$ cat src/rtl/bcd_pkg.sv
// rtl/bcd_pkg.sv - shared BCD constants, converter states and width helper
package bcd_pkg;

    localparam int BCD_DIG_W = 4;
    localparam int BCD_MAX   = 9;

    typedef enum logic [1:0] {
        IDLE = 2'b00,
        CONV = 2'b01,
        DONE = 2'b10
    } bcd_state_t;

    // Smallest binary width that holds 10^digits-1; valid for digits up to 18.
    function automatic int min_out_w(input int digits);
        longint unsigned max_val;
        int w;
        max_val = 1;
        w = 0;
        for (int i = 0; i < digits; i++) begin
            max_val = max_val * 10;
        end
        max_val = max_val - 1;
        for (int b = 0; b < 64; b++) begin
            if ((max_val >> b) != 0) begin
                w = b + 1;
            end
        end
        return w;
    endfunction

endpackage

$ cat src/rtl/bcd2bin_seq_if.sv
// rtl/bcd2bin_seq_if.sv - input/output valid-ready bundle of the BCD converter
interface bcd2bin_seq_if #(
    parameter int DIGITS = 8,
    parameter int OUT_W  = 32
);
    logic                  in_valid;
    logic                  in_ready;
    logic [4*DIGITS-1:0]   in_bcd;
    logic                  out_valid;
    logic                  out_ready;
    logic [OUT_W-1:0]      out_bin;
    logic                  out_err;

    modport master (
        output in_valid, in_bcd, out_ready,
        input  in_ready, out_valid, out_bin, out_err
    );

    modport slave (
        input  in_valid, in_bcd, out_ready,
        output in_ready, out_valid, out_bin, out_err
    );
endinterface

$ cat src/rtl/bcd_digit_mac.sv
// rtl/bcd_digit_mac.sv - one decimal step: acc*10 + digit, with invalid-digit flag
module bcd_digit_mac
    import bcd_pkg::*;
#(
    parameter int OUT_W = 32
) (
    input  logic [OUT_W-1:0]     acc,
    input  logic [BCD_DIG_W-1:0] digit,
    output logic [OUT_W-1:0]     acc_next,
    output logic                 digit_bad
);

    // Shift-add keeps the x10 off a real multiplier.
    assign acc_next  = (acc << 3) + (acc << 1) + OUT_W'(digit);
    assign digit_bad = (digit > BCD_DIG_W'(BCD_MAX));

endmodule

$ cat src/rtl/bcd2bin_seq.sv
// rtl/bcd2bin_seq.sv - sequential packed-BCD to binary converter, one digit per clock
module bcd2bin_seq
    import bcd_pkg::*;
#(
    parameter int DIGITS = 8,
    parameter int OUT_W  = 32
) (
    input  logic          clk,
    input  logic          rst_n,
    bcd2bin_seq_if.slave  bus
);

    localparam int SR_W  = BCD_DIG_W * DIGITS;
    localparam int CNT_W = (DIGITS > 1) ? $clog2(DIGITS) : 1;

    if (DIGITS < 1 || DIGITS > 9) begin : g_bad_digits
        $error("bcd2bin_seq: DIGITS must be in 1..9");
    end
    if (OUT_W < min_out_w(DIGITS)) begin : g_bad_out_w
        $error("bcd2bin_seq: OUT_W too small for DIGITS");
    end

    bcd_state_t         state;
    logic [SR_W-1:0]    sr;
    logic [OUT_W-1:0]   acc;
    logic [CNT_W-1:0]   cnt;
    logic               err;

    logic [OUT_W-1:0]   acc_next;
    logic               digit_bad;
    logic               err_next;

    bcd_digit_mac #(
        .OUT_W (OUT_W)
    ) u_mac (
        .acc       (acc),
        .digit     (sr[SR_W-1 -: BCD_DIG_W]),
        .acc_next  (acc_next),
        .digit_bad (digit_bad)
    );

    assign err_next = err | digit_bad;

    always_ff @(posedge clk or negedge rst_n) begin
        if (!rst_n) begin
            state         <= IDLE;
            sr            <= '0;
            acc           <= '0;
            cnt           <= '0;
            err           <= 1'b0;
            bus.in_ready  <= 1'b1;
            bus.out_valid <= 1'b0;
            bus.out_bin   <= '0;
            bus.out_err   <= 1'b0;
        end else begin
            case (state)
                IDLE: begin
                    if (bus.in_valid && bus.in_ready) begin
                        sr           <= bus.in_bcd;
                        acc          <= '0;
                        cnt          <= '0;
                        err          <= 1'b0;
                        bus.in_ready <= 1'b0;
                        state        <= CONV;
                    end
                end
                CONV: begin
                    acc <= acc_next;
                    err <= err_next;
                    sr  <= sr << BCD_DIG_W;
                    cnt <= cnt + 1'b1;
                    // Bad digits still run the full count so latency never depends on data.
                    if (cnt == CNT_W'(DIGITS - 1)) begin
                        bus.out_valid <= 1'b1;
                        bus.out_err   <= err_next;
                        bus.out_bin   <= err_next ? '0 : acc_next;
                        state         <= DONE;
                    end
                end
                DONE: begin
                    if (bus.out_ready) begin
                        bus.out_valid <= 1'b0;
                        bus.in_ready  <= 1'b1;
                        state         <= IDLE;
                    end
                end
                default: begin
                    state <= IDLE;
                end
            endcase
        end
    end

endmodule

$ cat src/flat_wrapper.sv
// flat-port wrapper written by rule: the top's interface ports become plain ports
module bcd2bin_seq_flat import bcd_pkg::*;
#(
    parameter int DIGITS = 8,
    parameter int OUT_W  = 32
)
  (clk, rst_n, bus_in_valid, bus_in_bcd, bus_out_ready, bus_in_ready, bus_out_valid, bus_out_bin, bus_out_err);
  bcd2bin_seq_if #(.DIGITS(DIGITS), .OUT_W(OUT_W)) bus_i ();
  input  logic clk;
  input  logic rst_n;
  input wire logic [$bits(bus_i.in_valid)-1:0] bus_in_valid;
  input wire logic [$bits(bus_i.in_bcd)-1:0] bus_in_bcd;
  input wire logic [$bits(bus_i.out_ready)-1:0] bus_out_ready;
  output wire logic [$bits(bus_i.in_ready)-1:0] bus_in_ready;
  output wire logic [$bits(bus_i.out_valid)-1:0] bus_out_valid;
  output wire logic [$bits(bus_i.out_bin)-1:0] bus_out_bin;
  output wire logic [$bits(bus_i.out_err)-1:0] bus_out_err;
  assign bus_i.in_valid = bus_in_valid;
  assign bus_i.in_bcd = bus_in_bcd;
  assign bus_i.out_ready = bus_out_ready;
  assign bus_in_ready = bus_i.in_ready;
  assign bus_out_valid = bus_i.out_valid;
  assign bus_out_bin = bus_i.out_bin;
  assign bus_out_err = bus_i.out_err;
  bcd2bin_seq #(.DIGITS(DIGITS), .OUT_W(OUT_W)) u_core (.clk(clk), .rst_n(rst_n), .bus(bus_i));
endmodule
$ cat config.mk
export PLATFORM = sky130hd
export DESIGN_NAME = bcd2bin_seq_flat
export DESIGN_NICKNAME = d
export VERILOG_FILES = /design/src/rtl/bcd_pkg.sv /design/src/rtl/bcd2bin_seq_if.sv /design/src/rtl/bcd_digit_mac.sv /design/src/rtl/bcd2bin_seq.sv /design/src/flat_wrapper.sv
export SDC_FILE = /design/constraint.sdc
export NUM_CORES = 1
export LEC_CHECK = 0
export ABC_AREA = 0
export CELL_PAD_IN_SITES_DETAIL_PLACEMENT = 1
export CELL_PAD_IN_SITES_GLOBAL_PLACEMENT = 2
export CORE_ASPECT_RATIO = 0.75
export CORE_MARGIN = 2
export CORE_UTILIZATION = 37
export DETAILED_ROUTE_END_ITERATION = 8
export PLACE_DENSITY = 0.79
export SLEW_MARGIN = 10
export SYNTH_ARGS = -nofsm -noshare
export SYNTH_HDL_FRONTEND = slang
export SYNTH_HIERARCHICAL = 1
export SYNTH_SLANG_ARGS = --single-unit
$ cat constraint.sdc
create_clock -name clk -period 3.89 [get_ports clk]
set_input_delay 0.9725 -clock clk [delete_from_list [all_inputs] [get_ports clk]]
set_output_delay 0.9725 -clock clk [all_outputs]
set_load 0.05 [all_outputs]
==> results.json <==
{
  "drv_cap": 0,
  "drive_gt1_share_pct": 7.58,
  "finalClockSkew_ns": 0.00483,
  "wl_per_cell_um": 19.2,
  "cts.repair.resized": 0,
  "worst_skew_pair.late_latency_ns": 0.36,
  "cts-root-buf": "clkbuf_16",
  "core_area_um2": 17600,
  "crit-reg2reg-launch": "u_core/acc[0]",
  "final-instance-count-excl-fill": 928,
  "row_count": 42,
  "port_buffers": 70,
  "yosys_warnings": 6,
  "drt_wl_total_um": 17900,
  "tightestPinTransition_ns": 1.07,
  "ff2ff_setup_slack_ns": 0.66,
  "path_clk_slew_ns": 0.07,
  "cp.arrival_ns": 3.47,
  "firstDrtPassIters": 5,
  "rsz0062_at_grt": "no",
  "finalSetupTns_ns": 0,
  "reg2reg_depth": 11,
  "multiInputGateArea_um2": 3660,
  "crit_fanout": 3,
  "cts_buffer_depth": 2,
  "hp-class": "reg -> reg",
  "cp_common_cell": "inv_1",
  "irDropWorstVdd_mv": 0.178,
  "die_h_um": 120,
  "cp-end-kind": "flop",
  "ff_latch_area_um2": 2600,
  "grt_usage_pct": 19.9,
  "grt_pass1_wl_um": 29400,
  "cts_hold_buf": 0,
  "final_area_um2": 7700,
  "max_freq_mhz": 310,
  "final-setup-viol-count": 0,
  "dp_cells": 912,
  "crit_slowest_cell": "fa_1",
  "worstHoldPathCells": 1,
  "overflow": 0,
  "hold_viol": 0,
  "drtIter0Drc": 337,
  "syn_area_um2": 6590,
  "hold_start": "u_core/bus.out_bin[25]",
  "fin_ws_ns": 0.664,
  "area_growth_pct": 16.8,
  "p_leak_nw": 3.52,
  "post_dp_cell_area_um2": 7400,
  "grt_pass1_vias": 5351,
  "post_cts_buffers": 0,
  "cts_tree": "yes",
  "cp.required_ns": 4.14,
  "max_stage_delay_ns": 0.58,
  "syn-instance-count": 632,
  "p_per_area_nw_per_um2": 271,
  "syn_nets": 730,
  "ant_nets": 0,
  "fill_cells": 1967,
  "status": "completed",
  "min_to": "u_core/bus.out_bin[25]",
  "nNetsFinal": 779,
  "ios": 71,
  "cp-start-kind": "flop",
  "initial_utilization_pct": 37.6,
  "antenna_cells": 0,
  "drc": 0,
  "grt_max_degree": 85,
  "die-area_um2": 18900,
  "path_class": "reg -> reg",
  "cts_made_buffers": 9,
  "dp.final_hpwl_um": 12900,
  "vias": 5177,
  "slew_headroom_pct": 28.7,
  "critical_path.cell_chain": "inv_1 > fa_1 > inv_1 > ha_1 > a211oi_2 > o21bai_1 > a22oi_1 > a21oi_1 > o311ai_0 > a31oi_1 > a22o_1",
  "avgSynthCellArea_um2": 10.4,
  "final_core_util_pct": 43.9,
  "antenna_found_initial": 0,
  "drv_slew": 0,
  "clock-sinks": 104,
  "min_period_ns": 3.23,
  "finalWeightedCongestion": 0.872,
  "pre_cts_slack_ns": 0.706,
  "die_w_um": 158,
  "via_per_inst": 5.58,
  "r2r-end": "u_core/bus.out_bin[27]",
  "ctsHtreeMaxLevel": 3,
  "period_share_pct": 82.9
}
[sequential cells by signal, indices dropped and copies added, names as in the netlist]
| name | cells |
|---|---|
| u_core/bus.out_bin | 32 |
| u_core/state | 2 |
| u_core/bus.in_ready | 1 |
| u_core/bus.out_valid | 1 |
| u_core/acc | 31 |
| u_core/bus.out_err | 1 |
| u_core/err | 1 |
| u_core/sr | 32 |
| u_core/cnt | 3 |
[layout make-up]
cell class,instances,area share [%]
multi-input combinational,471,47.5
sequential,104,33.8
timing repair buffer,78,10.0
tap,242,3.93
inverter,17,0.828
clock inverter,7,1.01
clock buffer,9,2.92
[layer usage]
metal	vias to the layer above	GRT usage [%]	routed length (µm)	share of wire [%]
met4	0	4.62	208	1.2
met5	-	0	0	0
met1	2564	31.2	9460	53
met2	102	27.7	7430	42
li1	2493	-	-	-
met3	18	3.97	758	4.2
[power breakdown]
group          total [mW]  switching, mW  leakage [nW]  internal [mW]
logic              0.0661         0.0316          2.09         0.0346
registers            1.08              0          1.28           1.08
clock network       0.940          0.435         0.146          0.505
[worst max-delay path, delay by kind of cell (launching register included)]
kind            cells  cell delay, ns
flops               1            0.38
buf+inv             2            0.12
fa+ha+maj           2            0.89
compound gates      7            1.70
[through the flow]
step	power, mW	hold slack (ns)
global route	2.17	0.533
detailed placement	1.17	0.491
finish	2.09	0.509
CTS	2.13	0.515
global placement	1.17	0.485
floorplan	1.11	0.476
[cell usage in the layout, fill, tap and decap left out, types with 3 or more instances in the layout]
| cell | instances |
|---|---|
| dfrtp_1 | 103 |
| clkdlybuf4s50_1 | 69 |
| a22o_1 | 65 |
| ha_1 | 60 |
| nor2_1 | 56 |
| nand2_1 | 35 |
| a21oi_1 | 34 |
| a2bb2oi_1 | 28 |
| o2bb2ai_1 | 26 |
| o21ai_0 | 23 |
| xnor2_1 | 19 |
| inv_1 | 15 |
| nand3_1 | 13 |
| clkbuf_16 | 9 |
| buf_4 | 8 |
| o211ai_1 | 8 |
| nand2b_1 | 7 |
| a22oi_1 | 6 |
| a21o_1 | 6 |
| a31oi_1 | 6 |
| nor3_1 | 5 |
| xor2_1 | 4 |
| nor4_1 | 3 |
| o21a_1 | 3 |
[how the worst max path moves through the flow]
stage                     slack [ns]                     end          start
final                           0.66  u_core/bus.out_bin[27]  u_core/acc[0]
after global routing            0.37          u_core/acc[27]  u_core/acc[0]
after CTS                       0.68  u_core/bus.out_bin[27]  u_core/acc[0]
after detailed placement        0.71  u_core/bus.out_bin[27]  u_core/acc[0]
after global placement          0.85  u_core/bus.out_bin[27]  u_core/acc[0]
after floorplan                 1.06          u_core/acc[21]  u_core/acc[0]
No activity file was read; power rests on OpenSTA's default activity.
